--- config.mk ---
export PLATFORM = sky130hd
export DESIGN_NAME = datapath_seq_flat
export DESIGN_NICKNAME = d
export VERILOG_FILES = /design/src/rtl/datapath_pkg.sv /design/src/rtl/datapath_seq_if.sv /design/src/rtl/datapath_regfile.sv /design/src/rtl/datapath_seq.sv /design/src/flat_wrapper.sv
export SDC_FILE = /design/constraint.sdc
export NUM_CORES = 1
export LEC_CHECK = 0
export CORE_AREA = 8 8 148 254
export CTS_CLUSTER_DIAMETER = 80
export DETAILED_ROUTE_END_ITERATION = 7
export DIE_AREA = 0 0 156 262
export GPL_TIMING_DRIVEN = 0
export PLACE_DENSITY = 0.6
export SLEW_MARGIN = 20
export SYNTH_ARGS = -nofsm -noshare
export SYNTH_HDL_FRONTEND = slang
export SYNTH_SLANG_ARGS = --single-unit
--- constraint.sdc ---
create_clock -name clk -period 3.9 [get_ports clk]
set_input_delay 0.585 -clock clk [delete_from_list [all_inputs] [get_ports clk]]
set_output_delay 0.585 -clock clk [all_outputs]
set_load 0.01 [all_outputs]
--- src/rtl/datapath_pkg.sv ---
// rtl/datapath_pkg.sv - shared op codes, shift codes, sequencer states and status bit indices
// Build option: DATAPATH_SEQ_BYPASS_EN selects the merged LD_AB state.
package datapath_pkg;

    typedef enum logic [1:0] {
        ALU_ADD  = 2'b00,
        ALU_SUB  = 2'b01,
        ALU_AND  = 2'b10,
        ALU_NOTB = 2'b11
    } alu_op_e;

    typedef enum logic [1:0] {
        SH_NONE = 2'b00,
        SH_LSL1 = 2'b01,
        SH_LSR1 = 2'b10,
        SH_ASR1 = 2'b11
    } shift_e;

`ifdef DATAPATH_SEQ_BYPASS_EN
    typedef enum logic [2:0] {
        ST_IDLE  = 3'd0,
        ST_LD_AB = 3'd1,
        ST_EXEC  = 3'd2,
        ST_WB    = 3'd3
    } state_e;
`else
    typedef enum logic [2:0] {
        ST_IDLE = 3'd0,
        ST_LD_A = 3'd1,
        ST_LD_B = 3'd2,
        ST_EXEC = 3'd3,
        ST_WB   = 3'd4
    } state_e;
`endif

    localparam int STAT_Z = 0;
    localparam int STAT_N = 1;
    localparam int STAT_V = 2;

endpackage

--- src/rtl/datapath_seq_if.sv ---
// rtl/datapath_seq_if.sv - command handshake and result bus of the datapath sequencer
// master: issues cmd_* with cmd_valid, sees cmd_ready/done/result/status.
// slave : the sequencer.
interface datapath_seq_if #(
    parameter int DATA_W = 16,
    parameter int REG_AW = 3
);
    logic              cmd_valid;
    logic              cmd_ready;
    logic [1:0]        cmd_aluop;
    logic [1:0]        cmd_shift;
    logic [REG_AW-1:0] cmd_rn;
    logic [REG_AW-1:0] cmd_rm;
    logic [REG_AW-1:0] cmd_rd;
    logic              cmd_asel;
    logic              cmd_bsel;
    logic [DATA_W-1:0] cmd_imm;
    logic              cmd_wb;
    logic              cmd_loads;
    logic              done;
    logic [DATA_W-1:0] result;
    logic [2:0]        status;

    modport master (
        output cmd_valid, cmd_aluop, cmd_shift, cmd_rn, cmd_rm, cmd_rd,
               cmd_asel, cmd_bsel, cmd_imm, cmd_wb, cmd_loads,
        input  cmd_ready, done, result, status
    );

    modport slave (
        input  cmd_valid, cmd_aluop, cmd_shift, cmd_rn, cmd_rm, cmd_rd,
               cmd_asel, cmd_bsel, cmd_imm, cmd_wb, cmd_loads,
        output cmd_ready, done, result, status
    );
endinterface

--- src/rtl/datapath_regfile.sv ---
// rtl/datapath_regfile.sv - DATA_W x NREGS register file, one write port, asynchronous reads
// Ports: we/waddr/wdata write on clk; raddr0/rdata0 read (raddr1/rdata1 with DATAPATH_SEQ_BYPASS_EN).
// Out-of-range addresses read 0 and never write.
module datapath_regfile #(
    parameter int DATA_W = 16,
    parameter int NREGS  = 8,
    parameter int REG_AW = $clog2(NREGS)
) (
    input  logic              clk,
    input  logic              rst_n,
    input  logic              we,
    input  logic [REG_AW-1:0] waddr,
    input  logic [DATA_W-1:0] wdata,
    input  logic [REG_AW-1:0] raddr0,
`ifdef DATAPATH_SEQ_BYPASS_EN
    input  logic [REG_AW-1:0] raddr1,
    output logic [DATA_W-1:0] rdata1,
`endif
    output logic [DATA_W-1:0] rdata0
);
    logic [DATA_W-1:0] mem_q [NREGS];
    logic [DATA_W-1:0] mem_d [NREGS];

    // Address decode by comparison against each real entry, so indices past NREGS match nothing.
    always_comb begin
        for (int i = 0; i < NREGS; i++) begin
            mem_d[i] = (we && (waddr == REG_AW'(i))) ? wdata : mem_q[i];
        end
    end

    always_comb begin
        rdata0 = '0;
        for (int i = 0; i < NREGS; i++) begin
            if (raddr0 == REG_AW'(i)) rdata0 = mem_q[i];
        end
    end

`ifdef DATAPATH_SEQ_BYPASS_EN
    always_comb begin
        rdata1 = '0;
        for (int i = 0; i < NREGS; i++) begin
            if (raddr1 == REG_AW'(i)) rdata1 = mem_q[i];
        end
    end
`endif

    always_ff @(posedge clk or negedge rst_n) begin
        if (!rst_n) begin
            for (int i = 0; i < NREGS; i++) mem_q[i] <= '0;
        end else begin
            mem_q <= mem_d;
        end
    end
endmodule

--- src/rtl/datapath_seq.sv ---
// rtl/datapath_seq.sv - micro-sequenced datapath: load A, load B, execute, write back per command
// Ports: clk, rst_n (async active-low), bus (datapath_seq_if.slave: cmd handshake, done, result, status).
// Build option: DATAPATH_SEQ_BYPASS_EN loads A and B on one edge via a second read port.
module datapath_seq
    import datapath_pkg::*;
#(
    parameter int DATA_W = 16,
    parameter int NREGS  = 8,
    parameter int REG_AW = $clog2(NREGS)
) (
    input  logic            clk,
    input  logic            rst_n,
    datapath_seq_if.slave   bus
);
    localparam int MSB = DATA_W - 1;

    state_e            state_q, state_d;
    alu_op_e           op_q, op_d;
    shift_e            shift_q, shift_d;
    logic [REG_AW-1:0] rn_q, rn_d, rm_q, rm_d, rd_q, rd_d;
    logic              asel_q, asel_d, bsel_q, bsel_d, wb_q, wb_d, loads_q, loads_d;
    logic [DATA_W-1:0] imm_q, imm_d;
    logic [DATA_W-1:0] a_q, a_d, b_q, b_d, c_q, c_d;
    logic [2:0]        status_q, status_d;
    logic              done_q, done_d;

    logic              rf_we;
    logic [REG_AW-1:0] rf_raddr0;
    logic [DATA_W-1:0] rf_rdata0;
`ifdef DATAPATH_SEQ_BYPASS_EN
    logic [DATA_W-1:0] rf_rdata1;
`endif

    logic [DATA_W-1:0] ain, bin, b_sh, alu_c;
    logic              alu_v;

    datapath_regfile #(.DATA_W(DATA_W), .NREGS(NREGS), .REG_AW(REG_AW)) u_regfile (
        .clk    (clk),
        .rst_n  (rst_n),
        .we     (rf_we),
        .waddr  (rd_q),
        .wdata  (c_q),
        .raddr0 (rf_raddr0),
`ifdef DATAPATH_SEQ_BYPASS_EN
        .raddr1 (rm_q),
        .rdata1 (rf_rdata1),
`endif
        .rdata0 (rf_rdata0)
    );

    always_comb begin
        ain = asel_q ? '0 : a_q;
        case (shift_q)
            SH_LSL1: b_sh = {b_q[MSB-1:0], 1'b0};
            SH_LSR1: b_sh = {1'b0, b_q[MSB:1]};
            SH_ASR1: b_sh = {b_q[MSB], b_q[MSB:1]};
            default: b_sh = b_q;
        endcase
        bin = bsel_q ? imm_q : b_sh;

        alu_c = '0;
        alu_v = 1'b0;
        case (op_q)
            ALU_ADD: begin
                alu_c = ain + bin;
                alu_v = (ain[MSB] == bin[MSB]) && (alu_c[MSB] != ain[MSB]);
            end
            ALU_SUB: begin
                alu_c = ain - bin;
                alu_v = (ain[MSB] != bin[MSB]) && (alu_c[MSB] != ain[MSB]);
            end
            ALU_AND:  alu_c = ain & bin;
            default:  alu_c = ~bin;
        endcase
    end

    always_comb begin
        state_d   = state_q;
        op_d      = op_q;
        shift_d   = shift_q;
        rn_d      = rn_q;
        rm_d      = rm_q;
        rd_d      = rd_q;
        asel_d    = asel_q;
        bsel_d    = bsel_q;
        imm_d     = imm_q;
        wb_d      = wb_q;
        loads_d   = loads_q;
        a_d       = a_q;
        b_d       = b_q;
        c_d       = c_q;
        status_d  = status_q;
        done_d    = 1'b0;
        rf_we     = 1'b0;
        rf_raddr0 = rn_q;

        case (state_q)
            ST_IDLE: begin
                if (bus.cmd_valid) begin
                    op_d    = alu_op_e'(bus.cmd_aluop);
                    shift_d = shift_e'(bus.cmd_shift);
                    rn_d    = bus.cmd_rn;
                    rm_d    = bus.cmd_rm;
                    rd_d    = bus.cmd_rd;
                    asel_d  = bus.cmd_asel;
                    bsel_d  = bus.cmd_bsel;
                    imm_d   = bus.cmd_imm;
                    wb_d    = bus.cmd_wb;
                    loads_d = bus.cmd_loads;
`ifdef DATAPATH_SEQ_BYPASS_EN
                    state_d = ST_LD_AB;
`else
                    state_d = ST_LD_A;
`endif
                end
            end
`ifdef DATAPATH_SEQ_BYPASS_EN
            ST_LD_AB: begin
                a_d     = rf_rdata0;
                b_d     = rf_rdata1;
                state_d = ST_EXEC;
            end
`else
            ST_LD_A: begin
                a_d     = rf_rdata0;
                state_d = ST_LD_B;
            end
            ST_LD_B: begin
                rf_raddr0 = rm_q;
                b_d       = rf_rdata0;
                state_d   = ST_EXEC;
            end
`endif
            ST_EXEC: begin
                c_d = alu_c;
                if (loads_q) begin
                    status_d[STAT_Z] = (alu_c == '0);
                    status_d[STAT_N] = alu_c[MSB];
                    status_d[STAT_V] = alu_v;
                end
                state_d = ST_WB;
            end
            ST_WB: begin
                rf_we   = wb_q;
                done_d  = 1'b1;
                state_d = ST_IDLE;
            end
            default: state_d = ST_IDLE;
        endcase
    end

    always_ff @(posedge clk or negedge rst_n) begin
        if (!rst_n) begin
            state_q  <= ST_IDLE;
            op_q     <= ALU_ADD;
            shift_q  <= SH_NONE;
            rn_q     <= '0;
            rm_q     <= '0;
            rd_q     <= '0;
            asel_q   <= 1'b0;
            bsel_q   <= 1'b0;
            imm_q    <= '0;
            wb_q     <= 1'b0;
            loads_q  <= 1'b0;
            a_q      <= '0;
            b_q      <= '0;
            c_q      <= '0;
            status_q <= 3'b000;
            done_q   <= 1'b0;
        end else begin
            state_q  <= state_d;
            op_q     <= op_d;
            shift_q  <= shift_d;
            rn_q     <= rn_d;
            rm_q     <= rm_d;
            rd_q     <= rd_d;
            asel_q   <= asel_d;
            bsel_q   <= bsel_d;
            imm_q    <= imm_d;
            wb_q     <= wb_d;
            loads_q  <= loads_d;
            a_q      <= a_d;
            b_q      <= b_d;
            c_q      <= c_d;
            status_q <= status_d;
            done_q   <= done_d;
        end
    end

    assign bus.cmd_ready = (state_q == ST_IDLE);
    assign bus.done      = done_q;
    assign bus.result    = c_q;
    assign bus.status    = status_q;
endmodule

--- src/flat_wrapper.sv ---
// flat-port wrapper written by rule: the top's interface ports become plain ports
module datapath_seq_flat import datapath_pkg::*;
#(
    parameter int DATA_W = 16,
    parameter int NREGS  = 8,
    parameter int REG_AW = $clog2(NREGS)
)
  (clk, rst_n, bus_cmd_valid, bus_cmd_aluop, bus_cmd_shift, bus_cmd_rn, bus_cmd_rm, bus_cmd_rd, bus_cmd_asel, bus_cmd_bsel, bus_cmd_imm, bus_cmd_wb, bus_cmd_loads, bus_cmd_ready, bus_done, bus_result, bus_status);
  datapath_seq_if #(.DATA_W(DATA_W), .REG_AW(REG_AW)) bus_i ();
  input  logic clk;
  input  logic rst_n;
  input wire logic [$bits(bus_i.cmd_valid)-1:0] bus_cmd_valid;
  input wire logic [$bits(bus_i.cmd_aluop)-1:0] bus_cmd_aluop;
  input wire logic [$bits(bus_i.cmd_shift)-1:0] bus_cmd_shift;
  input wire logic [$bits(bus_i.cmd_rn)-1:0] bus_cmd_rn;
  input wire logic [$bits(bus_i.cmd_rm)-1:0] bus_cmd_rm;
  input wire logic [$bits(bus_i.cmd_rd)-1:0] bus_cmd_rd;
  input wire logic [$bits(bus_i.cmd_asel)-1:0] bus_cmd_asel;
  input wire logic [$bits(bus_i.cmd_bsel)-1:0] bus_cmd_bsel;
  input wire logic [$bits(bus_i.cmd_imm)-1:0] bus_cmd_imm;
  input wire logic [$bits(bus_i.cmd_wb)-1:0] bus_cmd_wb;
  input wire logic [$bits(bus_i.cmd_loads)-1:0] bus_cmd_loads;
  output wire logic [$bits(bus_i.cmd_ready)-1:0] bus_cmd_ready;
  output wire logic [$bits(bus_i.done)-1:0] bus_done;
  output wire logic [$bits(bus_i.result)-1:0] bus_result;
  output wire logic [$bits(bus_i.status)-1:0] bus_status;
  assign bus_i.cmd_valid = bus_cmd_valid;
  assign bus_i.cmd_aluop = bus_cmd_aluop;
  assign bus_i.cmd_shift = bus_cmd_shift;
  assign bus_i.cmd_rn = bus_cmd_rn;
  assign bus_i.cmd_rm = bus_cmd_rm;
  assign bus_i.cmd_rd = bus_cmd_rd;
  assign bus_i.cmd_asel = bus_cmd_asel;
  assign bus_i.cmd_bsel = bus_cmd_bsel;
  assign bus_i.cmd_imm = bus_cmd_imm;
  assign bus_i.cmd_wb = bus_cmd_wb;
  assign bus_i.cmd_loads = bus_cmd_loads;
  assign bus_cmd_ready = bus_i.cmd_ready;
  assign bus_done = bus_i.done;
  assign bus_result = bus_i.result;
  assign bus_status = bus_i.status;
  datapath_seq #(.DATA_W(DATA_W), .NREGS(NREGS), .REG_AW(REG_AW)) u_core (.clk(clk), .rst_n(rst_n), .bus(bus_i));
endmodule
Word level (Yosys, flattened, before mapping)
Cells that the tools add are included.
{ "totals": {"regBits": 216, "input_bits": 36, "out_inout_bits": 21, "elab_cells": 91} }
{ "op_classes": {"addsub": 2, "n_eq_ne": 28, "muxes": 18, "bitwise": 2, "n_reduce_logical": 17} }
{ "op_table": {"columns": ["cell", "count"], "rows": [
  ["$mux 16", 10],
  ["$pmux 16 s3", 2],
  ["$eq 3x3->1 const B", 9],
  ["$eq 3x2->1 const B", 6],
  ["$add 16x16->16", 1],
  ["$and 16x16->16", 1],
  ["$logic_not 16->1", 1],
  ["$not 16->16", 1],
  ["$sub 16x16->16", 1],
  ["$pmux 3 s4", 1],
  ["$logic_and 1x1->1", 10],
  ["$eq 3x1->1 const B", 3],
  ["$logic_not 3->1", 3],
  ["$eq 2x2->1 const B", 3],
  ["$mux 3", 2],
  ["$eq 2x1->1 const B", 2],
  ["$reduce_and 2->1", 2],
  ["$ne 1x1->1", 3],
  ["$logic_not 2->1", 1],
  ["$mux 1", 2],
  ["$ne 2x2->1 const B", 1],
  ["$pmux 1 s2", 1],
  ["$eq 1x1->1", 1]
]} }

Depth between registers and ports, before layout
{ "depth": {"depth_word": 11, "ltp_mapped": 19, "mapped_depth_nobuf": 16} }

Hierarchy
Synthesis repeated with hierarchy kept, for this count alone.
{ "unflattened": {"hier_cells": 1090, "area_unflattened_um2": 12014.0} }
{ "modules_own_cells": {"columns": ["module", "n_inst", "cells_each", "area_each_um2", "seq_area_each_um2"], "rows": [
  ["datapath_regfile", 1, 467, 6112.1, 3203.1],
  ["datapath_seq", 1, 623, 5901.9, 2202.1]
]} }

Worst setup path after synthesis
No wires, ideal clock.
{ "synth_timing": {"path_type": "register to register", "from": "register u_core.shift_q[0]", "to": "register u_core.status_q[0], in the netlist u_core.bus.status[0]", "setup_time_ns": 0.103, "arrival_time_ns": 3.402, "required_time_ns": 3.797, "slack_ns": 0.395, "stages_incl_launch_ff": 15, "path_buffers": 1, "synth_period_minus_slack_ns": 3.505, "path_cell_list": "dfrtp_1 -> buf_6 -> or3b_1 -> a31oi_1 -> ha_1 -> inv_1 -> fa_1 -> nand2b_1 -> a211o_1 -> a31oi_1 -> a2111oi_0 -> a211oi_1 -> xnor2_1 -> mux2i_1 -> o41ai_2"} }
{ "synth_via": {"elab_chain_cells": 6, "elab_cells_between_ends": 11, "classes_between": "add/sub: 2; eq/ne: 3; mux: 3; bitwise: 2; reduce/logical: 1"} }
{ "synth_rtl": {"columns": ["element", "line_no", "rtl"], "rows": [
  ["start: declaration", "datapath_seq.sv:19", "shift_e shift_q, shift_d;"],
  ["start signal: assignment", "datapath_seq.sv:173", "shift_q <= shift_d;"],
  ["$eq 2x2->1 or $eq 2x1->1 (tied branches)", "datapath_seq.sv:53", "case (shift_q)"],
  ["$pmux 16 s3 (*)", "datapath_seq.sv:53", null],
  ["$mux 16 (*)", "datapath_seq.sv:59", "bin = bsel_q ? imm_q : b_sh;"],
  ["$sub 16x16->16 (tied with other cells)", "datapath_seq.sv:69", "alu_c = ain - bin;"],
  ["$pmux 16 s3 (*)", "datapath_seq.sv:63", "case (op_q)"],
  ["$logic_not 16->1 (*)", "datapath_seq.sv:137", "status_d[STAT_Z] = (alu_c == '0);"],
  ["end signal: assignment", "datapath_seq.sv:185", "status_q <= status_d;"],
  ["end: declaration", "datapath_seq.sv:24", "logic [2:0] status_q, status_d;"]
]} }
Every way passes the cells marked *; elsewhere a longest branch is shown, timed or not.
A chain may end at the register's enable or synchronous reset.

Worst setup path in the final report
{ "layout_timing": {"from": "register u_core.shift_q[1]", "to": "register u_core.status_q[0], in the netlist u_core.bus.status[0]"} }
The elaborated chain is that of the path after synthesis.

==> flow_summary.ini <==
[synthesis]
synth_area_leaders = dfrtp_1, mux2_2, nand2_1
seq_area_frac_synth_pct = 45.9
synthAdderAreaFrac_pct = 3.74
synth-compound-area-share_pct = 13.1
yosysTopAreaCell = dfrtp_1
synth_xor_xnor_area_share_pct = 0.669
synth_top_family_by_area = multiplexers
yosysWarnings = 0
synth_cell_type_count = 77
synth.area.mux_share_pct = 20.3
synthCells = 1114
async_flop_share_pct = 100
syn_area_um2 = 11800
synth_top_area_share_pct = 45.9
synth_flop_cell = dfrtp_1
synth_fp_nets = 1184
synth_edf_count = 0
synth_seq_cells = 216
synthSimpleGateAreaFrac_pct = 12.7
syn_avg_cell_area_um2 = 10.6

[drt]
routed_wl_um = 35000
drc = 0
dr.pass1.iters = 4
ant_nets = 0
drtIter0Drc = 379
routedWlPerCell_um = 20.8
routed_via_density = 5.33
vias = 8994

[placement]
placed_area_um2 = 13000
place.gp.congestion = 0.886
port_buffers = 56
hpwl_um = 26600

[grt]
grt_start_max_net_pins = 93
grt_pass1_vias = 9718
grtUsageTotal_pct = 17.3
gr-total-overflow = 0
antenna_found_initial = 0
grt_first_pass_wirelength_um = 54700

[sta]
fmax_mhz = 256
hold_viol = 0
finClkSkew_ns = 0.0165
rsz0062_at_grt = true
drv_slew = 0
period_minus_slack_ns = 3.90
tightest_slew_ns = 0.976
fin_crit_sh_pct = 100
finalSetupViolations = 0
relSlewSlack_pct = 33.6

[die]
die_x_um = 156
ioPinCount = 57
die_h_um = 262
core-area_um2 = 34100
initial_core_util_pct = 34.5
die_area_um2 = 40900
rows = 90

[clock_network]
clk_pin_slew_ns = 0.07
cts_root_buf = clkbuf_16
clk_path_buf_depth = 3
clkLatencyLatePin_ns = 0.51
htreeDepth = 1
cts_tree = done
cts.sinks = 216
numCtsBuffers = 21

[layout]
area_growth_pct = 21.0
final_area_um2 = 14200
multi_input_area_um2 = 6340
fillers = 3226
final_util_pct = 41.8
diodes = 0
drive_gt1_share_pct = 27.4
fin_nets = 1285
regArea_um2 = 5410

[outcome]
status = finished clean

[worst_setup_path]
cp.required_ns = 4.31
worstPathMaxFanout = 10
critPathCaptureType = flip-flop
crit_type = flip-flop to flip-flop
reg2reg_slack_ns = 0.0009
arrival_ns = 4.30
crit_path_start_kind = flip-flop

[job]
drv_cap = 0

[hold_path]
hold_path.class = flip-flop to flip-flop
==> cell type report <==
class / count / area share [%]
multi-input combinational: 795 / 44.5
buffer: 60 / 1.96
tap: 460 / 4.04
clock inverter: 12 / 0.931
timing repair buffer: 82 / 5.64
clock buffer: 24 / 3.91
inverter: 39 / 1.05
sequential: 216 / 38.0
==> placed cells by master, fill, tap and decap left out, types with 15 or more instances in the layout <==
master / Yosys / routed
a21oi_1: 86 / 81
buf_2: 17 / 15
buf_4: 4 / 30
clkbuf_1: 36 / 32
clkbuf_16: 0 / 21
clkdlybuf4s50_1: 0 / 55
dfrtp_1: 216 / 214
ha_1: 32 / 21
inv_1: 37 / 34
mux2_2: 163 / 162
mux2i_1: 28 / 26
nand2_1: 129 / 128
nor2_1: 77 / 74
nor2b_1: 27 / 26
o21ai_0: 35 / 33
==> worst paths after layout <==
path                                                  startpoint                                      end  cells past startpoint
min in group asynchronous                                  rst_n               u_core.rd_q[0]$_DFFE_PN0P_                      2
worst max register to register     u_core.shift_q[1]$_DFFE_PN0P_         u_core.bus.status[0]$_DFFE_PN0P_                     15
worst max-delay path               u_core.shift_q[1]$_DFFE_PN0P_         u_core.bus.status[0]$_DFFE_PN0P_                     15
worst min register to register  u_core.bus.status[2]$_DFFE_PN0P_         u_core.bus.status[2]$_DFFE_PN0P_                      2
worst min-delay path            u_core.bus.status[2]$_DFFE_PN0P_         u_core.bus.status[2]$_DFFE_PN0P_                      2
max in group asynchronous                                  rst_n  u_core.u_regfile.mem_q[126]$_DFFE_PN0P_                      4
==> what timing repair did <==
action / in CTS / in global routing
buffers inserted: 15 / 8
setup endpoints to repair: 10 / 8
hold buffers: 1 / 0
gates resized for setup: 60 / 26
pin swaps: 18 / 15
endpoints found under the hold margin: 46 / 0
==> routing by layer <==
layer / GRT usage, % / share of wire [%] / vias to the layer above
met5: 0 / 0 / -
met4: 11.8 / 7.3 / 0
met3: 1.71 / 2.8 / 111
met2: 33.9 / 55 / 200
met1: 16.7 / 35 / 4491
li1: - / - / 4192
==> registers in the layout (all words and copies together) (netlist names) <==
register                cells
u_core.state_q              3
u_core.b_q                 16
u_core.bus.result          16
u_core.shift_q              2
u_core.asel_q               1
u_core.loads_q              1
u_core.bus.status           3
u_core.a_q                 16
u_core.imm_q               16
u_core.rd_q                 3
u_core.u_regfile.mem_q    128
u_core.bus.done             1
u_core.rm_q                 3
u_core.bsel_q               1
u_core.rn_q                 3
u_core.op_q                 2
u_core.wb_q                 1
==> through the flow <==
stage | hold WS, ns | TNS, ns | setup slack (ns) | std cells
after floorplan | 0.289 | 0 | 0.395 | 1114
after global placement | 0.474 | -1482.36 | -6.88 | 1630
after detailed placement | 0.477 | -4.18 | -0.716 | 1632
after CTS | 0.498 | -0.0945 | -0.0945 | 1681
after global routing | 0.512 | -0.213 | -0.134 | 1688
final | 0.490 | 0 | 0.000866 | 1688
==> cells by family after synthesis <==
| logic type | Yosys count |
|---|---|
| AND/OR/NAND/NOR | 316 |
| flip-flops | 216 |
| AO/OA/AOI/OAI | 233 |
| multiplexers | 203 |
| buffers and inverters | 103 |
| XOR/XNOR | 9 |
| adder cells (fa/ha/maj) | 34 |
==> cells in the mapped netlist, types with 14 or more instances <==
master	count
nor2b_1	27
dfrtp_1	216
mux2i_1	28
nand2_1	129
buf_2	17
ha_1	32
o21ai_0	35
inv_1	37
clkbuf_1	36
mux2_2	163
nor2_1	77
a21oi_1	86
nand3_1	14
==> critical path: stages, from the launching register on <==
cell and delay (ns):
dfrtp_2 0.46, buf_4 0.20, buf_4 0.18, a211oi_4 0.21, o31ai_4 0.14, ha_4 0.35, nor2_1 0.08, a211oi_2 0.34
buf_4 0.17, a21oi_1 0.05, a2111oi_2 0.42, a211o_1 0.20, nand4_1 0.22, a2111oi_2 0.30, nand4_1 0.23, o41ai_2 0.24
Power is left out: the tool's default activity adds up to more than one toggle a clock period on the data nets, which glitch-free logic cannot reach.
